<file path="src/rtl/axi_stream_slave_blk.sv">
// Packs AXI-Stream beats MSB-first into BLK_WIDTH blocks behind a single
// registered output stage; a packet ending mid-block is zero-padded and flagged.
//
// state   | meaning
// COLLECT | tready=1, beats written into the assembly buffer
// FULL    | tready=0, a completed block waits for the output register
module axi_stream_slave_blk #(
    parameter int AXIS_TDATA_WIDTH = 32,
    parameter int BLK_WIDTH        = 128
) (
    input  logic                          clk,
    input  logic                          resetn,
    input  logic                          tvalid,
    output logic                          tready,
    input  logic [AXIS_TDATA_WIDTH-1:0]   tdata,
    input  logic [AXIS_TDATA_WIDTH/8-1:0] tstrb,
    input  logic                          tlast,
    output logic                          blk_tvalid,
    input  logic                          blk_tready,
    output logic [BLK_WIDTH-1:0]          blk_tdata,
    output logic                          blk_tlast,
    output logic                          err_partial
);

    localparam int N     = BLK_WIDTH / AXIS_TDATA_WIDTH;
    localparam int W     = AXIS_TDATA_WIDTH;
    localparam int CNT_W = (N > 1) ? $clog2(N) : 1;
    localparam logic [CNT_W-1:0] LAST_IDX = CNT_W'(N - 1);

    typedef enum logic {
        COLLECT = 1'b0,
        FULL    = 1'b1
    } state_t;

    state_t                 state_q;
    state_t                 state_d;
    logic [W-1:0]           asm_q [N];
    logic [CNT_W-1:0]       count_q;
    logic                   pend_last_q;
    logic                   tready_q;
    logic                   blk_tvalid_q;
    logic                   blk_tlast_q;
    logic [BLK_WIDTH-1:0]   blk_tdata_q;
    logic                   err_partial_q;

    logic                   beat_acc;
    logic                   out_free;
    logic                   is_final;
    logic                   store_beat;
    logic                   load_beat;
    logic                   load_buf;
    logic [BLK_WIDTH-1:0]   beat_block;
    logic [BLK_WIDTH-1:0]   buf_block;

    // Byte strobes carry no meaning here; every byte is taken as valid.
    logic unused_tstrb;
    assign unused_tstrb = ^tstrb;

    assign beat_acc = tvalid && tready_q;
    assign out_free = !blk_tvalid_q || blk_tready;
    assign is_final = (count_q == LAST_IDX) || tlast;

    // beat_block is the buffer with the incoming beat merged at index count,
    // so a final beat can go straight to the output register.
    always_comb begin
        beat_block = '0;
        buf_block  = '0;
        for (int i = 0; i < N; i++) begin
            buf_block[BLK_WIDTH-1-i*W -: W]  = asm_q[i];
            beat_block[BLK_WIDTH-1-i*W -: W] = (count_q == CNT_W'(i)) ? tdata : asm_q[i];
        end
    end

    always_comb begin
        state_d    = state_q;
        store_beat = 1'b0;
        load_beat  = 1'b0;
        load_buf   = 1'b0;
        case (state_q)
            COLLECT: begin
                if (beat_acc) begin
                    if (!is_final) begin
                        store_beat = 1'b1;
                    end else if (out_free) begin
                        load_beat = 1'b1;
                    end else begin
                        store_beat = 1'b1;
                        state_d    = FULL;
                    end
                end
            end
            FULL: begin
                if (out_free) begin
                    load_buf = 1'b1;
                    state_d  = COLLECT;
                end
            end
            default: state_d = COLLECT;
        endcase
    end

    always_ff @(posedge clk or negedge resetn) begin
        if (!resetn) begin
            state_q  <= COLLECT;
            tready_q <= 1'b0;
        end else begin
            state_q  <= state_d;
            tready_q <= (state_d == COLLECT);
        end
    end

    always_ff @(posedge clk or negedge resetn) begin
        if (!resetn) begin
            for (int i = 0; i < N; i++) begin
                asm_q[i] <= '0;
            end
            count_q     <= '0;
            pend_last_q <= 1'b0;
        end else if (load_beat || load_buf) begin
            for (int i = 0; i < N; i++) begin
                asm_q[i] <= '0;
            end
            count_q     <= '0;
            pend_last_q <= 1'b0;
        end else if (store_beat) begin
            asm_q[count_q] <= tdata;
            if (state_d == FULL) begin
                pend_last_q <= tlast;
            end else begin
                count_q <= count_q + 1'b1;
            end
        end
    end

    // Output register only reloads when free, which keeps data stable under backpressure.
    always_ff @(posedge clk or negedge resetn) begin
        if (!resetn) begin
            blk_tvalid_q <= 1'b0;
            blk_tlast_q  <= 1'b0;
            blk_tdata_q  <= '0;
        end else if (load_beat) begin
            blk_tvalid_q <= 1'b1;
            blk_tlast_q  <= tlast;
            blk_tdata_q  <= beat_block;
        end else if (load_buf) begin
            blk_tvalid_q <= 1'b1;
            blk_tlast_q  <= pend_last_q;
            blk_tdata_q  <= buf_block;
        end else if (blk_tvalid_q && blk_tready) begin
            blk_tvalid_q <= 1'b0;
        end
    end

    always_ff @(posedge clk or negedge resetn) begin
        if (!resetn) begin
            err_partial_q <= 1'b0;
        end else if (beat_acc && tlast && (count_q != LAST_IDX)) begin
            err_partial_q <= 1'b1;
        end
    end

    assign tready      = tready_q;
    assign blk_tvalid  = blk_tvalid_q;
    assign blk_tlast   = blk_tlast_q;
    assign blk_tdata   = blk_tdata_q;
    assign err_partial = err_partial_q;

endmodule
</file>
<file path="config.mk">
export PLATFORM = sky130hd
export DESIGN_NAME = axi_stream_slave_blk
export DESIGN_NICKNAME = d
export VERILOG_FILES = /design/src/rtl/axi_stream_slave_blk.sv
export SDC_FILE = /design/constraint.sdc
export NUM_CORES = 1
export LEC_CHECK = 0
export BUFFER_PORTS_ARGS = -buffer_cell sky130_fd_sc_hd__buf_2
export CAP_MARGIN = 25
export CORE_ASPECT_RATIO = 0.75
export CORE_UTILIZATION = 56
export CTS_BUF_LIST = sky130_fd_sc_hd__clkbuf_4 sky130_fd_sc_hd__clkbuf_8
export DETAILED_ROUTE_END_ITERATION = 7
export GPL_ROUTABILITY_DRIVEN = 0
export PLACE_DENSITY = 0.79
export SYNTH_ARGS = -nofsm -noshare
export SYNTH_HDL_FRONTEND = slang
export SYNTH_SLANG_ARGS = --single-unit
</file>
<file path="constraint.sdc">
create_clock -name clk -period 4 [get_ports clk]
set_clock_uncertainty 0.2 [all_clocks]
set_input_delay 0.6 -clock clk [delete_from_list [all_inputs] [get_ports clk]]
set_output_delay 0.6 -clock clk [all_outputs]
set_load 0.02 [all_outputs]
</file>
==> results of run 1 <==
[area by class of cell]
class | count | area, µm²
clock inverter | 2 | 12.5
timing repair buffer | 185 | 1030
tap | 253 | 317
sequential | 264 | 6610
fill | 1501 | 6620
clock buffer | 61 | 746
inverter | 7 | 26.3
multi-input combinational | 616 | 4020
[cells in the mapped netlist (2+ instances only)]
master     count  area (µm²)
nor2_1         5        18.8
nand4_1        3        18.8
ha_1           4        50.1
a22o_1        96         841
mux2i_1      129        1290
o21ai_0      161         806
dfrtp_1      264        6610
nor2_2         3        18.8
a2111oi_4      3        82.6
o2bb2ai_1      2        17.5
buf_4          9        67.6
nand2_1      195         732
inv_1          7        26.3
buf_2         26         130
clkbuf_1      68         255
[repair_timing]
| item | 4_1_cts | 5_1_grt |
|---|---|---|
| gates resized for setup | 0 | 0 |
| hold endpoints to repair | 87 | 0 |
| hold buffers | 1 | 0 |
[sequential cells by signal, summed over array words and instances (netlist names)]
signal       flops
asm_q          128
blk_tdata      128
blk_tlast        1
blk_tvalid       1
count_q          2
err_partial      1
pend_last_q      1
state_q          1
tready           1
[worst min path at each step]
stage | endpoint | slack, ns | startpoint | depth (start not counted)
final | asm_q[10] | 0.18 | tdata[10] | 3
after floorplan | asm_q[0] | 0.10 | resetn | 0
after detailed placement | err_partial | 0.25 | err_partial | 1
after global routing | asm_q[6] | 0.19 | tdata[6] | 3
after global placement | err_partial | 0.25 | err_partial | 1
after CTS | asm_q[10] | 0.16 | tdata[10] | 3
[routing by layer]
layer  GRT usage, %  vias to the layer above  part of all wire, %
met2           39.7                      276                   45
met1           38.4                     3932                   47
met5              0                        -                    0
met4           6.88                        0                  1.5
li1               -                     3678                    -
met3           5.46                       40                  6.8
[logic make-up (layout without fill, tap and decap cells)]
logic type | after synthesis | in the layout | share of synthesized area [%]
buf+inv | 112 | 255 | 4.43
simple gates | 213 | 213 | 7.53
compound gates | 270 | 270 | 16.3
flops | 264 | 264 | 59.6
fa+ha+maj | 4 | 4 | 0.452
mux | 129 | 129 | 11.7
[through the flow]
step                cell area [µm²]  setup slack (ns)  utilization [%]  cells
floorplan                     11100              1.74                -    992
global placement              12000              1.18             61.9   1324
detailed placement            12000              1.10             61.9   1324
CTS                           12800              1.33             65.8   1388
global route                  12800              1.17             65.8   1388
finish                        12800              1.32             65.8   1388
[power groups by stage]
stage	combinational, mW	sequential, mW	clock (mW)
detailed placement	2.59	3.95	0
global placement	2.50	3.93	0
finish	2.58	3.93	2.17
floorplan	1.25	4.36	0
global route	2.84	4.02	2.32
CTS	2.60	3.93	2.21
[critical path, cell delays in order (launching register included)]
cell	delay (ns)
dfrtp_1	0.46
ha_1	0.25
or2_1	0.45
a2111oi_4	0.16
nor2_4	0.81
a22o_1	0.25
==> qor.yml, run 1 <==
r2r_cells: 5
die_h_um: 124
power_mw: 8.67
totalWireLength_um: 25700
outcome: "finished clean"
worstPathArrival_ns: 2.93
drc_errors: 0
crit_type: "reg -> reg"
total_leakage_power_nw: 7.00
grt_pass1_vias: 7725
vias: 7926
die_area_um2: 20400
io_pins: 173
power.share.sequential_pct: 45.3
grt-ovfl-total: 0
design.core.area_um2: 19400
setup_violations: 0
syn_to_final_growth_pct: 15.1
drv_cap: 0
r2r_setup_slack_ns: 1.32
intPower_mw: 5.59
syn-mean-instance-area_um2: 11.2
grt_first_pass_wirelength_um: 41100
initial_core_util_pct: 57.2
syn_area_um2: 11100
final_common_cell: "dfrtp_1"
slew_headroom_pct: 34.1
port_buffers: 168
finalSetupTns_ns: 0
powerDensity_nw_per_um2: 680
pwr-share-clk_pct: 25.0
endpoint_kind: "flop"
p_comb_share_pct: 29.7
clock_path_buffers: 3
viasPerCell: 5.71
cts_tree: "done"
clock_latency_ns: 0.53
p_sw_share_pct: 35.6
synth-seq-cells: 264
final_cell_mix: "dfrtp_1 (264), nand2_1 (195), buf_2 (167)"
cts_max_level: 2
clockRootBuffer: "clkbuf_8"
numCtsBuffers: 41
nets: 1160
antenna_cells: 0
drt_first_pass_iters: 5
start_kind: "flop"
synth_edf_count: 0
switchingPower_mw: 3.08
synthFlopType: "dfrtp_1"
yosysWarnings: 0
rsz0062_at_grt: "no"
timing.final.crit_share_pct: 67.0
hpwl_um: 15200
antenna_found_initial: 0
drive_above_1_share_pct: 22.6
rows: 44
r2r-start: "count_q[0]"
max_freq_mhz: 373
holdWs_ns: 0.180
cts_setup_buffers: 0
endpoint: "asm_q[82]"
syn_nets: 1037
cp_max_fo: 32
r2r-end: "asm_q[82]"
cts.reportedPaths.clkPinSlew_ns: 0.06
seq_area_frac_synth_pct: 59.6
maxSlewViolCount: 0
syn-instance-count: 992
max_slew.worst_pin.slew_ns: 0.986
cts_sinks: 264
wire_per_inst_um: 18.5
grt_usage_pct: 26.1
worst-endpoint-required_ns: 4.25
synthArstFlopShare_pct: 100
ir_drop_uv: 378
first_iter_violations: 704
synth_cell_types: 32
drtAntennaViolNets: 0
die_w_um: 164
fin_crit_ns: 2.68
grt_start_max_net_pins: 149
hp-class: "in -> reg"
crit_path_start: "count_q[0]"
hold_viol: 0
No activity file was read; power rests on OpenSTA's default activity.
==> inputs of run 2 (changes only) <==
--- a/config.mk
+++ b/config.mk
@@ -8,11 +8,11 @@
 export BUFFER_PORTS_ARGS = -buffer_cell sky130_fd_sc_hd__buf_2
 export CAP_MARGIN = 25
 export CORE_ASPECT_RATIO = 0.75
-export CORE_UTILIZATION = 56
+export CORE_UTILIZATION = 53
 export CTS_BUF_LIST = sky130_fd_sc_hd__clkbuf_4 sky130_fd_sc_hd__clkbuf_8
 export DETAILED_ROUTE_END_ITERATION = 7
 export GPL_ROUTABILITY_DRIVEN = 0
-export PLACE_DENSITY = 0.79
+export PLACE_DENSITY = 0.78
 export SYNTH_ARGS = -nofsm -noshare
 export SYNTH_HDL_FRONTEND = slang
 export SYNTH_SLANG_ARGS = --single-unit
==> constraint.sdc (replaced) <==
create_clock -name clk -period 2.41 [get_ports clk]
set_clock_uncertainty 0.2 [all_clocks]
set_input_delay 0.3615 -clock clk [delete_from_list [all_inputs] [get_ports clk]]
set_output_delay 0.3615 -clock clk [all_outputs]
set_load 0.02 [all_outputs]
==> run 2 against run 1 <==
Critical path type unchanged; largest cell class unchanged; fmax rose by 17%; design area rose by 7.1%; critical path depth rose by 1; highest routed layer unchanged; via count rose by 5.4%; die area rose by 5.6%.
==> qor.yml, run 2 (synthesis results as in run 1) <==
outcome: "finished clean"
cts_max_level: 2
final_core_util_pct: 67.0
die_area_um2: 21500
antenna_found_initial: 0
r2r-end: "asm_q[47]"
intPower_mw: 9.58
total_leakage_power_nw: 7.42
clock_latency_ns: 0.54
grt_pass1_vias: 8094
first_iter_violations: 743
use_met3_pct: 4.58
timing.final.crit_share_pct: 95.4
top_usage_layer: "met2"
syn_to_final_growth_pct: 23.3
cts_sinks: 264
design.core.area_um2: 20400
wire_per_inst_um: 18.6
die_w_um: 169
drive_above_1_share_pct: 24.8
antenna_cells: 0
slew_headroom_pct: 53.3
slowest_stage: "a2111oi_4"
clock_path_buffers: 3
totalWireLength_um: 27800
max_slew.worst_pin.slew_ns: 0.698
io_pins: 173
r2r-start: "count_q[0]"
setup_violations: 0
grt_start_max_net_pins: 87
use_met2_pct: 39.3
grt-ovfl-total: 0
numCtsBuffers: 41
hp-class: "in -> async"
maxSlewViolCount: 0
drv_cap: 0
cp_top_family: "compound AO/OA/AOI/OAI gates"
port_buffers: 168
final_cell_mix: "dfrtp_1 (264), nand2_1 (195), buf_2 (167)"
rows: 45
use_met1_pct: 38.4
r2r_cells: 6
initial_core_util_pct: 54.4
worstPathCellList: "ha_1 -> or2_4 -> a2111oi_4 -> buf_4 -> nor2_4 -> a22o_1"
worstPathArrival_ns: 2.51
powerDensity_nw_per_um2: 1090
crit_buf_inv: 1
clockRootBuffer: "clkbuf_8"
max_freq_mhz: 435
nets: 1231
finalSetupTns_ns: 0
start_kind: "flop"
endpoint_kind: "flop"
viasPerCell: 5.59
pwr-share-clk_pct: 25.0
final_common_cell: "dfrtp_1"
die_h_um: 127
switchingPower_mw: 5.37
crit_type: "reg -> reg"
holdWs_ns: 0.0977
nFillCells: 1524
hold_viol: 0
hpwl_um: 16900
cts_tree: "done"
vias: 8353
ir_drop_uv: 553
drt_first_pass_iters: 7
drtAntennaViolNets: 0
grt_usage_pct: 25.7
r2r_setup_slack_ns: 0.11
drc_errors: 0
p_sw_share_pct: 35.9
fin_crit_ns: 2.30
grt_first_pass_wirelength_um: 43500
p_comb_share_pct: 31.3
power.share.sequential_pct: 43.7
cts.reportedPaths.clkPinSlew_ns: 0.07
cp_max_fo: 16
rsz0062_at_grt: "no"
critPathMaxStageDelay_ns: 0.43
worst-endpoint-required_ns: 2.62
-- run 2: cell count changes in the layout (fill, tap and decap cells not counted), moves of 2 or more --
| cell | before | now |
|---|---|---|
| buf_4 | 12 | 30 |
| nor2_4 | 4 | 7 |
| buf_12 | 4 | 18 |
| dlygate4sd3_1 | 1 | 35 |
| clkbuf_8 | 46 | 48 |
| clkinv_2 | 1 | 3 |
| buf_6 | 0 | 2 |
| clkbuf_4 | 15 | 13 |
-- run 2: worst max-delay path by stage --
stage / to / cells past startpoint / from / slack, ns
after floorplan: asm_q[64] / 7 / count_q[0] / 0.15
after global placement: asm_q[50] / 5 / count_q[0] / 0.04
after detailed placement: asm_q[84] / 5 / count_q[0] / -0.08
after CTS: asm_q[60] / 5 / count_q[0] / -0.01
final: asm_q[47] / 6 / count_q[0] / 0.11
after global routing: asm_q[8] / 8 / count_q[0] / 0.03
-- run 2: stage by stage --
step	cells	instance area [µm²]	total power [mW]	setup WS, ns
2_1_floorplan	992	11100	9.32	0.149
3_3_place_gp	1383	12400	10.9	0.0405
3_5_place_dp	1383	12400	11.1	-0.0835
4_1_cts	1486	13600	14.9	-0.00975
5_1_grt	1493	13700	15.7	0.0334
6_report	1493	13700	15.0	0.111
-- run 2: final cells by class --
cell class | count | area, µm² | area share [%]
clock buffers | 61 | 758 | 5.55
multi-input cells | 619 | 4060 | 29.7
well taps | 282 | 353 | 2.58
clock inverters | 7 | 50.0 | 0.366
repair buffers | 253 | 1810 | 13.2
inverters | 7 | 26.3 | 0.192
flip-flops and latches | 264 | 6610 | 48.4
-- run 2: worst reg2reg max path, stage by stage, from the launching register on --
cell and delay (ns):
dfrtp_1 0.38, ha_1 0.25, or2_4 0.32, a2111oi_4 0.43, buf_4 0.22, nor2_4 0.14, a22o_1 0.23
-- run 2: what timing repair did --
item,in CTS,in global routing
hold buffers,35,0
endpoints found under the hold margin,378,0
setup endpoints to repair,96,96
pin swaps,2,6
buffers inserted,0,4
gates cloned,0,3
gates resized for setup,3,5
-- run 2: per-layer routing --
| layer | share of wire, % | up-vias |
|---|---|---|
| met5 | 0 | - |
| met4 | 1.2 | 0 |
| met3 | 6.3 | 33 |
| met2 | 45 | 282 |
| met1 | 47 | 4198 |
| li1 | - | 3840 |
-- run 2: power by group through the flow --
stage	registers [mW]	logic (mW)	clock network, mW
after floorplan	7.24	2.07	0
after global placement	6.52	4.40	0
after detailed placement	6.55	4.55	0
after CTS	6.51	4.60	3.79
after global routing	6.66	5.10	3.99
final	6.53	4.69	3.74
